--- config.mk ---
export PLATFORM = sky130hd
export DESIGN_NAME = divide_unit
export DESIGN_NICKNAME = d
export VERILOG_FILES = /design/src/rtl/div_pkg.sv /design/src/rtl/div_step.sv /design/src/rtl/divide_unit.sv
export SDC_FILE = /design/constraint.sdc
export NUM_CORES = 1
export LEC_CHECK = 0
export ABC_AREA = 1
export CELL_PAD_IN_SITES_DETAIL_PLACEMENT = 1
export CELL_PAD_IN_SITES_GLOBAL_PLACEMENT = 1
export CORE_MARGIN = 2
export CORE_UTILIZATION = 39
export DETAILED_ROUTE_END_ITERATION = 8
export GPL_TIMING_DRIVEN = 0
export PLACE_DENSITY_LB_ADDON = 0.1
export SYNTH_ARGS = -nofsm -noshare
export SYNTH_HDL_FRONTEND = slang
export SYNTH_SLANG_ARGS = --single-unit
export TNS_END_PERCENT = 100
--- constraint.sdc ---
create_clock -name Clk -period 6.4 [get_ports Clk]
set_clock_uncertainty 0.2 [all_clocks]
set_input_delay 0.96 -clock Clk [delete_from_list [all_inputs] [get_ports Clk]]
set_output_delay 0.96 -clock Clk [all_outputs]
set_load 0.01 [all_outputs]
--- src/rtl/div_pkg.sv ---
// Shared types, constants and helpers for the divide_unit datapath.
// The divide-by-zero trap is selected in divide_unit by DIV_ZERO_TRAP_EN.
package div_pkg;

    localparam int WIDTH     = 32;
    localparam int DIV_ITERS = WIDTH;
    localparam int CNT_W     = $clog2(DIV_ITERS);

    typedef enum logic [2:0] {
        IDLE,
        PREP,
        ITER,
        FIX,
        DONE
    } div_state_t;

    // Magnitude of a two's complement value; unsigned operands pass through.
    // The most negative value maps to itself, which is its correct unsigned magnitude.
    function automatic logic [WIDTH-1:0] abs_val(input logic [WIDTH-1:0] v,
                                                 input logic             is_signed);
        return (is_signed && v[WIDTH-1]) ? -v : v;
    endfunction

endpackage

--- src/rtl/div_step.sv ---
// One restoring-division step: shift {rem, quo} left, trial-subtract the divisor,
// keep the difference and set the quotient bit when it does not go negative.
module div_step #(
    parameter int W = 32
) (
    input  logic [W-1:0] i_rem,
    input  logic [W-1:0] i_quo,
    input  logic [W-1:0] i_divisor,
    output logic [W-1:0] o_rem,
    output logic [W-1:0] o_quo
);

    logic [W:0] w_shift;
    logic [W:0] w_trial;

    // The trial runs on W+1 bits so the borrow lands in the top bit.
    assign w_shift = {i_rem, i_quo[W-1]};
    assign w_trial = w_shift - {1'b0, i_divisor};

    assign o_quo = {i_quo[W-2:0], ~w_trial[W]};
    assign o_rem = w_trial[W] ? w_shift[W-1:0] : w_trial[W-1:0];

endmodule

--- src/rtl/divide_unit.sv ---
// Multicycle DIV/DIVU unit: Lo = quotient, Hi = remainder, EndDivFlag pulses on completion.
// Define DIV_ZERO_TRAP_EN to short-circuit divide-by-zero straight from PREP to DONE.
module divide_unit
    import div_pkg::*;
(
    input  logic             Clk,
    input  logic             Reset,
    input  logic             Start,
    input  logic             Signed,
    input  logic [WIDTH-1:0] A,
    input  logic [WIDTH-1:0] B,
    output logic             Busy,
    output logic             EndDivFlag,
    output logic             DivZero,
    output logic [WIDTH-1:0] Hi,
    output logic [WIDTH-1:0] Lo
);

    div_state_t       r_state;
    logic             r_busy;
    logic             r_end;
    logic             r_divzero;
    logic [WIDTH-1:0] r_hi;
    logic [WIDTH-1:0] r_lo;

    logic [WIDTH-1:0] r_a;
    logic [WIDTH-1:0] r_b;
    logic             r_signed;
    logic             r_bzero;
    logic             r_qneg;
    logic             r_rneg;
    logic [WIDTH-1:0] r_rem;
    logic [WIDTH-1:0] r_quo;
    logic [WIDTH-1:0] r_div;
    logic [CNT_W-1:0] r_cnt;

    logic [WIDTH-1:0] w_rem;
    logic [WIDTH-1:0] w_quo;

    div_step #(.W(WIDTH)) u_step (
        .i_rem     (r_rem),
        .i_quo     (r_quo),
        .i_divisor (r_div),
        .o_rem     (w_rem),
        .o_quo     (w_quo)
    );

    always_ff @(posedge Clk) begin
        if (!Reset) begin
            r_state   <= IDLE;
            r_busy    <= 1'b0;
            r_end     <= 1'b0;
            r_divzero <= 1'b0;
            r_hi      <= '0;
            r_lo      <= '0;
        end else begin
            r_end <= 1'b0;
            case (r_state)
                IDLE: begin
                    if (Start) begin
                        r_state <= PREP;
                        r_busy  <= 1'b1;
                    end
                end
                PREP: begin
                    r_state <= ITER;
`ifdef DIV_ZERO_TRAP_EN
                    if (r_bzero) begin
                        r_state   <= DONE;
                        r_end     <= 1'b1;
                        r_divzero <= 1'b1;
                    end
`endif
                end
                ITER: begin
                    if (r_cnt == '0) r_state <= FIX;
                end
                FIX: begin
                    r_state   <= DONE;
                    r_end     <= 1'b1;
                    r_divzero <= r_bzero;
                    // Division by zero reports the raw dividend, bypassing the sign fix-up.
                    if (r_bzero) begin
                        r_lo <= '1;
                        r_hi <= r_a;
                    end else begin
                        r_lo <= r_qneg ? -r_quo : r_quo;
                        r_hi <= r_rneg ? -r_rem : r_rem;
                    end
                end
                DONE: begin
                    r_state <= IDLE;
                    r_busy  <= 1'b0;
                end
                default: begin
                    r_state <= IDLE;
                    r_busy  <= 1'b0;
                end
            endcase
        end
    end

    // NOTE: datapath registers carry no reset; every operation reloads them before use.
    always_ff @(posedge Clk) begin
        case (r_state)
            IDLE: begin
                if (Reset && Start) begin
                    r_a      <= A;
                    r_b      <= B;
                    r_signed <= Signed;
                    r_bzero  <= (B == '0);
                end
            end
            PREP: begin
                r_rem  <= '0;
                r_quo  <= abs_val(r_a, r_signed);
                r_div  <= abs_val(r_b, r_signed);
                r_qneg <= r_signed & (r_a[WIDTH-1] ^ r_b[WIDTH-1]);
                r_rneg <= r_signed & r_a[WIDTH-1];
                r_cnt  <= CNT_W'(DIV_ITERS - 1);
            end
            ITER: begin
                r_rem <= w_rem;
                r_quo <= w_quo;
                r_cnt <= r_cnt - 1'b1;
            end
            default: ;
        endcase
    end

    assign Busy       = r_busy;
    assign EndDivFlag = r_end;
    assign DivZero    = r_divzero;
    assign Hi         = r_hi;
    assign Lo         = r_lo;

endmodule

==> impl_metrics.prom <==
# TYPE chip_impl_metric gauge
chip_impl_info{name="run_status",value="finished, final reports clean"} 1
chip_impl_info{name="predominant_post_synthesis_flop_cell",value="sky130_fd_sc_hd__edfxtp_1"} 1
chip_impl_metric{name="die_y",unit="um"} 201
chip_impl_info{name="timing.hold.worst.class",value="reg -> reg"} 1
chip_impl_metric{name="place.detailed.hpwl",unit="um"} 43000
chip_impl_metric{name="wl_per_cell",unit="um"} 18.8
chip_impl_metric{name="port-buffer-count",unit=""} 133
chip_impl_metric{name="placementRows",unit=""} 72
chip_impl_metric{name="timing.critical_path.required",unit="ps"} 6510
chip_impl_metric{name="async_reset_ff_share",unit="%"} 0
chip_impl_metric{name="yosys_warnings",unit=""} 0
chip_impl_metric{name="leakage",unit="nW"} 8.23
chip_impl_info{name="crit-reg2reg-launch",value="r_quo[31]"} 1
chip_impl_metric{name="global_route.usage.total",unit="%"} 25.9
chip_impl_metric{name="avg_cell_area_syn",unit="um^2"} 7.18
chip_impl_metric{name="grt_overflow",unit=""} 0
chip_impl_metric{name="core",unit="mm^2"} 0.0385
chip_impl_info{name="crit_path_category",value="reg -> reg"} 1
chip_impl_metric{name="areaGrowthSynthToFinish",unit="%"} 19.5
chip_impl_metric{name="mappedNetlistArea",unit="mm^2"} 0.0152
chip_impl_metric{name="number_of_synthesized_flops_with_an_enable_pin",unit=""} 169
chip_impl_metric{name="hold_slack",unit="ps"} 265
chip_impl_metric{name="ios",unit=""} 135
chip_impl_metric{name="final_net_count",unit=""} 2384
chip_impl_metric{name="gpl.final_weighted_congestion",unit=""} 0.924
chip_impl_metric{name="place.detailed.instances",unit=""} 2765
chip_impl_metric{name="power_density",unit="mW/mm^2"} 270
chip_impl_metric{name="cts_hold_repair_buffers",unit=""} 0
chip_impl_metric{name="layout-drive-gt1-share",unit="%"} 4.44
chip_impl_metric{name="r2r_cells",unit=""} 16
chip_impl_metric{name="cts.repair.resized",unit=""} 0
chip_impl_metric{name="finalWirelength",unit="um"} 53100
chip_impl_metric{name="detail-route-antenna-nets",unit=""} 0
chip_impl_metric{name="synthesis.nets",unit=""} 2218
chip_impl_metric{name="vdd_drop_max",unit="mV"} 0.261
chip_impl_metric{name="postCtsSetupBuffers",unit=""} 0
chip_impl_info{name="main_area_contributors_after_synthesis",value="sky130_fd_sc_hd__edfxtp_1, sky130_fd_sc_hd__nand2_1, sky130_fd_sc_hd__dfxtp_1, sky130_fd_sc_hd__inv_1, sky130_fd_sc_hd__nor2_1"} 1
chip_impl_metric{name="grt_start_max_net_pins",unit=""} 36
chip_impl_info{name="hold-path-endpoint",value="Hi[5]"} 1
chip_impl_metric{name="drc",unit=""} 0
chip_impl_metric{name="final-hold-violation-count",unit=""} 0
chip_impl_metric{name="max_slew_margin",unit="%"} 35.4
chip_impl_metric{name="vias_per_cell",unit=""} 5.21
chip_impl_info{name="rsz0062_at_grt",value="no"} 1
chip_impl_metric{name="synth_largest_type_area_fraction",unit="%"} 33.5
chip_impl_metric{name="h-tree-depth",unit=""} 1
chip_impl_metric{name="grt_pass1_wl",unit="um"} 81800
chip_impl_metric{name="share_of_synthesized_area_occupied_by_flip_flops_and_latches",unit="%"} 42.7
chip_impl_metric{name="reg2reg_setup_slack",unit="ps"} 3030
chip_impl_metric{name="clk_pin_slew_worst_paths",unit="ps"} 60
chip_impl_metric{name="clock_sink_count",unit=""} 239
chip_impl_metric{name="max_cap_viol_count",unit=""} 0
chip_impl_metric{name="maxClockFrequency",unit="MHz"} 297
chip_impl_info{name="root_buffer",value="sky130_fd_sc_hd__clkbuf_16"} 1
chip_impl_metric{name="synthCells",unit=""} 2111
chip_impl_metric{name="drt_iter0_markers",unit=""} 1255
chip_impl_info{name="hold_start",value="Hi[5]"} 1
chip_impl_info{name="kind_of_capture_point_of_the_worst_setup_path",value="flip-flop"} 1
chip_impl_metric{name="number_of_global_route_vias_before_repair",unit=""} 14700
chip_impl_info{name="kind_of_start_point_of_the_critical_path",value="flip-flop"} 1
chip_impl_metric{name="worstMarginPinSlew",unit="ps"} 966
chip_impl_metric{name="die_area",unit="mm^2"} 0.0404
chip_impl_info{name="timing.rr.end",value="r_rem[25]"} 1
chip_impl_metric{name="report.final.slew_viol_count",unit=""} 0
chip_impl_info{name="cts_tree",value="yes"} 1
chip_impl_metric{name="vias",unit=""} 14700
chip_impl_metric{name="synth.ff_latch_count",unit=""} 239
chip_impl_metric{name="cell_depth_of_the_worst_hold_path",unit=""} 2
chip_impl_metric{name="cts-buffers-inserted",unit=""} 28
chip_impl_metric{name="final_min_period_over_clock_period",unit="%"} 52.6
chip_impl_metric{name="initial_utilization",unit="%"} 39.4
chip_impl_metric{name="clockBufferDepth",unit=""} 3
chip_impl_metric{name="worstPathArrival",unit="ps"} 3480
chip_impl_metric{name="cp_max_fo",unit=""} 10
chip_impl_metric{name="drt_pre_antenna_iters",unit=""} 5
chip_impl_metric{name="timing.final.setup_violations",unit=""} 0
chip_impl_metric{name="clock_insertion_delay_worst_skew",unit="ps"} 560
chip_impl_info{name="synth.largest_area_cell",value="sky130_fd_sc_hd__edfxtp_1"} 1
chip_impl_metric{name="finalWorstPathRequiredPeriod",unit="ps"} 3370
chip_impl_metric{name="antenna_found_initial",unit=""} 1
chip_impl_metric{name="die_w",unit="um"} 201
chip_impl_metric{name="number_of_inserted_diodes",unit=""} 0
chip_impl_metric{name="finalNonFillerCells",unit=""} 2816
chip_impl_metric{name="synth.distinct_cells",unit=""} 44
[worst max-delay path, stage by stage (launching register included)]
cell and delay (ps):
sky130_fd_sc_hd__edfxtp_1 460, sky130_fd_sc_hd__inv_1 200, sky130_fd_sc_hd__ha_1 300, sky130_fd_sc_hd__fa_1 420, sky130_fd_sc_hd__inv_1 140, sky130_fd_sc_hd__nand2_1 70, sky130_fd_sc_hd__nand2_1 90, sky130_fd_sc_hd__nand3_1 100
sky130_fd_sc_hd__nand2_2 120, sky130_fd_sc_hd__nand2_1 90, sky130_fd_sc_hd__nand2_2 110, sky130_fd_sc_hd__nand2_4 80, sky130_fd_sc_hd__nand3_2 220, sky130_fd_sc_hd__nand2_4 140, sky130_fd_sc_hd__buf_8 180, sky130_fd_sc_hd__nor2_2 130
sky130_fd_sc_hd__nor2_1 70
[cells by family after synthesis]
| group | share of synthesized area [%] |
|---|---|
| AO/OA/AOI/OAI | 8.80 |
| buffers and inverters | 9.98 |
| adder cells (fa/ha/maj) | 3.27 |
| AND/OR/NAND/NOR | 31.2 |
| flip-flops | 42.7 |
| XOR/XNOR | 4.05 |
[through the flow]
| step | setup slack (ps) | area (um^2) | total power, W | utilization (%) | TNS, ps |
|---|---|---|---|---|---|
| 6_report | 3030 | 18100 | 0.00489 | 47.1 | 0 |
| 5_1_grt | 2930 | 18100 | 0.00514 | 47.1 | 0 |
| 4_1_cts | 3110 | 18100 | 0.00491 | 47.1 | 0 |
| 3_5_place_dp | 2830 | 17200 | 0.00335 | 44.8 | 0 |
| 3_3_place_gp | -2250 | 17100 | 0.00332 | 44.5 | -161590 |
| 2_1_floorplan | 266 | 15200 | 0.00287 | - | 0 |
[cell type report]
type / count / area, um^2
Fill cell: 4908 / 20400
Multi-Input combinational cell: 1480 / 7190
Sequential cell: 239 / 6480
Timing Repair Buffer: 136 / 1390
Inverter: 337 / 1260
Clock buffer: 47 / 863
Tap cell: 518 / 648
Buffer: 55 / 248
Clock inverter: 4 / 25.0
[synthesized netlist by cell type (4+ instances only)]
| master | number |
|---|---|
| sky130_fd_sc_hd__dfxtp_1 | 70 |
| sky130_fd_sc_hd__clkbuf_1 | 36 |
| sky130_fd_sc_hd__o31ai_1 | 5 |
| sky130_fd_sc_hd__and2_1 | 5 |
| sky130_fd_sc_hd__buf_2 | 9 |
| sky130_fd_sc_hd__nand2_4 | 6 |
| sky130_fd_sc_hd__nor2_2 | 22 |
| sky130_fd_sc_hd__ha_1 | 38 |
| sky130_fd_sc_hd__a21o_1 | 4 |
| sky130_fd_sc_hd__o221ai_1 | 9 |
| sky130_fd_sc_hd__o211ai_1 | 9 |
| sky130_fd_sc_hd__a21oi_1 | 90 |
| sky130_fd_sc_hd__nor4_1 | 10 |
| sky130_fd_sc_hd__xnor2_1 | 13 |
| sky130_fd_sc_hd__o21ai_0 | 107 |
| sky130_fd_sc_hd__nor3_1 | 18 |
| sky130_fd_sc_hd__inv_1 | 332 |
| sky130_fd_sc_hd__nor2_1 | 259 |
| sky130_fd_sc_hd__nand3_1 | 167 |
| sky130_fd_sc_hd__o21ai_1 | 4 |
| sky130_fd_sc_hd__nand2_1 | 598 |
| sky130_fd_sc_hd__buf_1 | 6 |
| sky130_fd_sc_hd__a31oi_1 | 8 |
| sky130_fd_sc_hd__nand2_2 | 6 |
| sky130_fd_sc_hd__edfxtp_1 | 169 |
| sky130_fd_sc_hd__nand4_1 | 28 |
| sky130_fd_sc_hd__xor2_1 | 57 |
[worst max path at each step]
| stage | start | end | cells past startpoint |
|---|---|---|---|
| detailed placement | Reset | r_a[8] | 4 |
| CTS | r_quo[31] | r_rem[25] | 16 |
| global placement | r_state[2] | r_rem[3] | 3 |
| global route | r_quo[31] | r_rem[25] | 16 |
| floorplan | r_state[2] | r_cnt[0] | 3 |
| finish | r_quo[31] | r_rem[25] | 16 |
[state kept, by name, indices dropped and copies added (netlist names)]
signal and flops:
r_bzero 1, DivZero 1, Lo 32, r_rem 32
r_cnt 5, r_b 32, r_a 32, Busy 1
r_rneg 1, Hi 32, r_signed 1, r_quo 32
EndDivFlag 1, r_div 32, r_qneg 1, r_state 3
[routing by layer]
metal  vias to the layer above  share of wire, %  routed length, um  global-route usage (%)
met2                       346                44              23500                    41.5
met3                        60               5.0               2630                    2.83
met5                         -                 0                  0                       0
met1                      7145                49              25800                    37.3
met4                         0               2.3               1200                    6.38
li1                       7108                 -                  -                       -
[cell usage in the layout, fill, tap and decap left out, types with 28 or more instances in the layout]
cell,instances
sky130_fd_sc_hd__nand2_1,598
sky130_fd_sc_hd__nor2_1,257
sky130_fd_sc_hd__clkbuf_1,47
sky130_fd_sc_hd__dfxtp_1,70
sky130_fd_sc_hd__inv_1,332
sky130_fd_sc_hd__nand3_1,167
sky130_fd_sc_hd__ha_1,38
sky130_fd_sc_hd__clkdlybuf4s50_1,133
sky130_fd_sc_hd__nand4_1,28
sky130_fd_sc_hd__a21oi_1,90
sky130_fd_sc_hd__o21ai_0,106
sky130_fd_sc_hd__xor2_1,57
sky130_fd_sc_hd__edfxtp_1,169
sky130_fd_sc_hd__clkbuf_16,29
[report_power, final]
part,leakage (nW),switching [W],total (W),internal [W]
combinational,5.65,0.000911,0.00136,0.000451
clock,0.437,0.000646,0.00156,0.000911
sequential,2.14,0.000138,0.00197,0.00183
total,8.23,0.00169,0.00489,0.00319
Note: power is estimated with default switching activity, not from simulation.
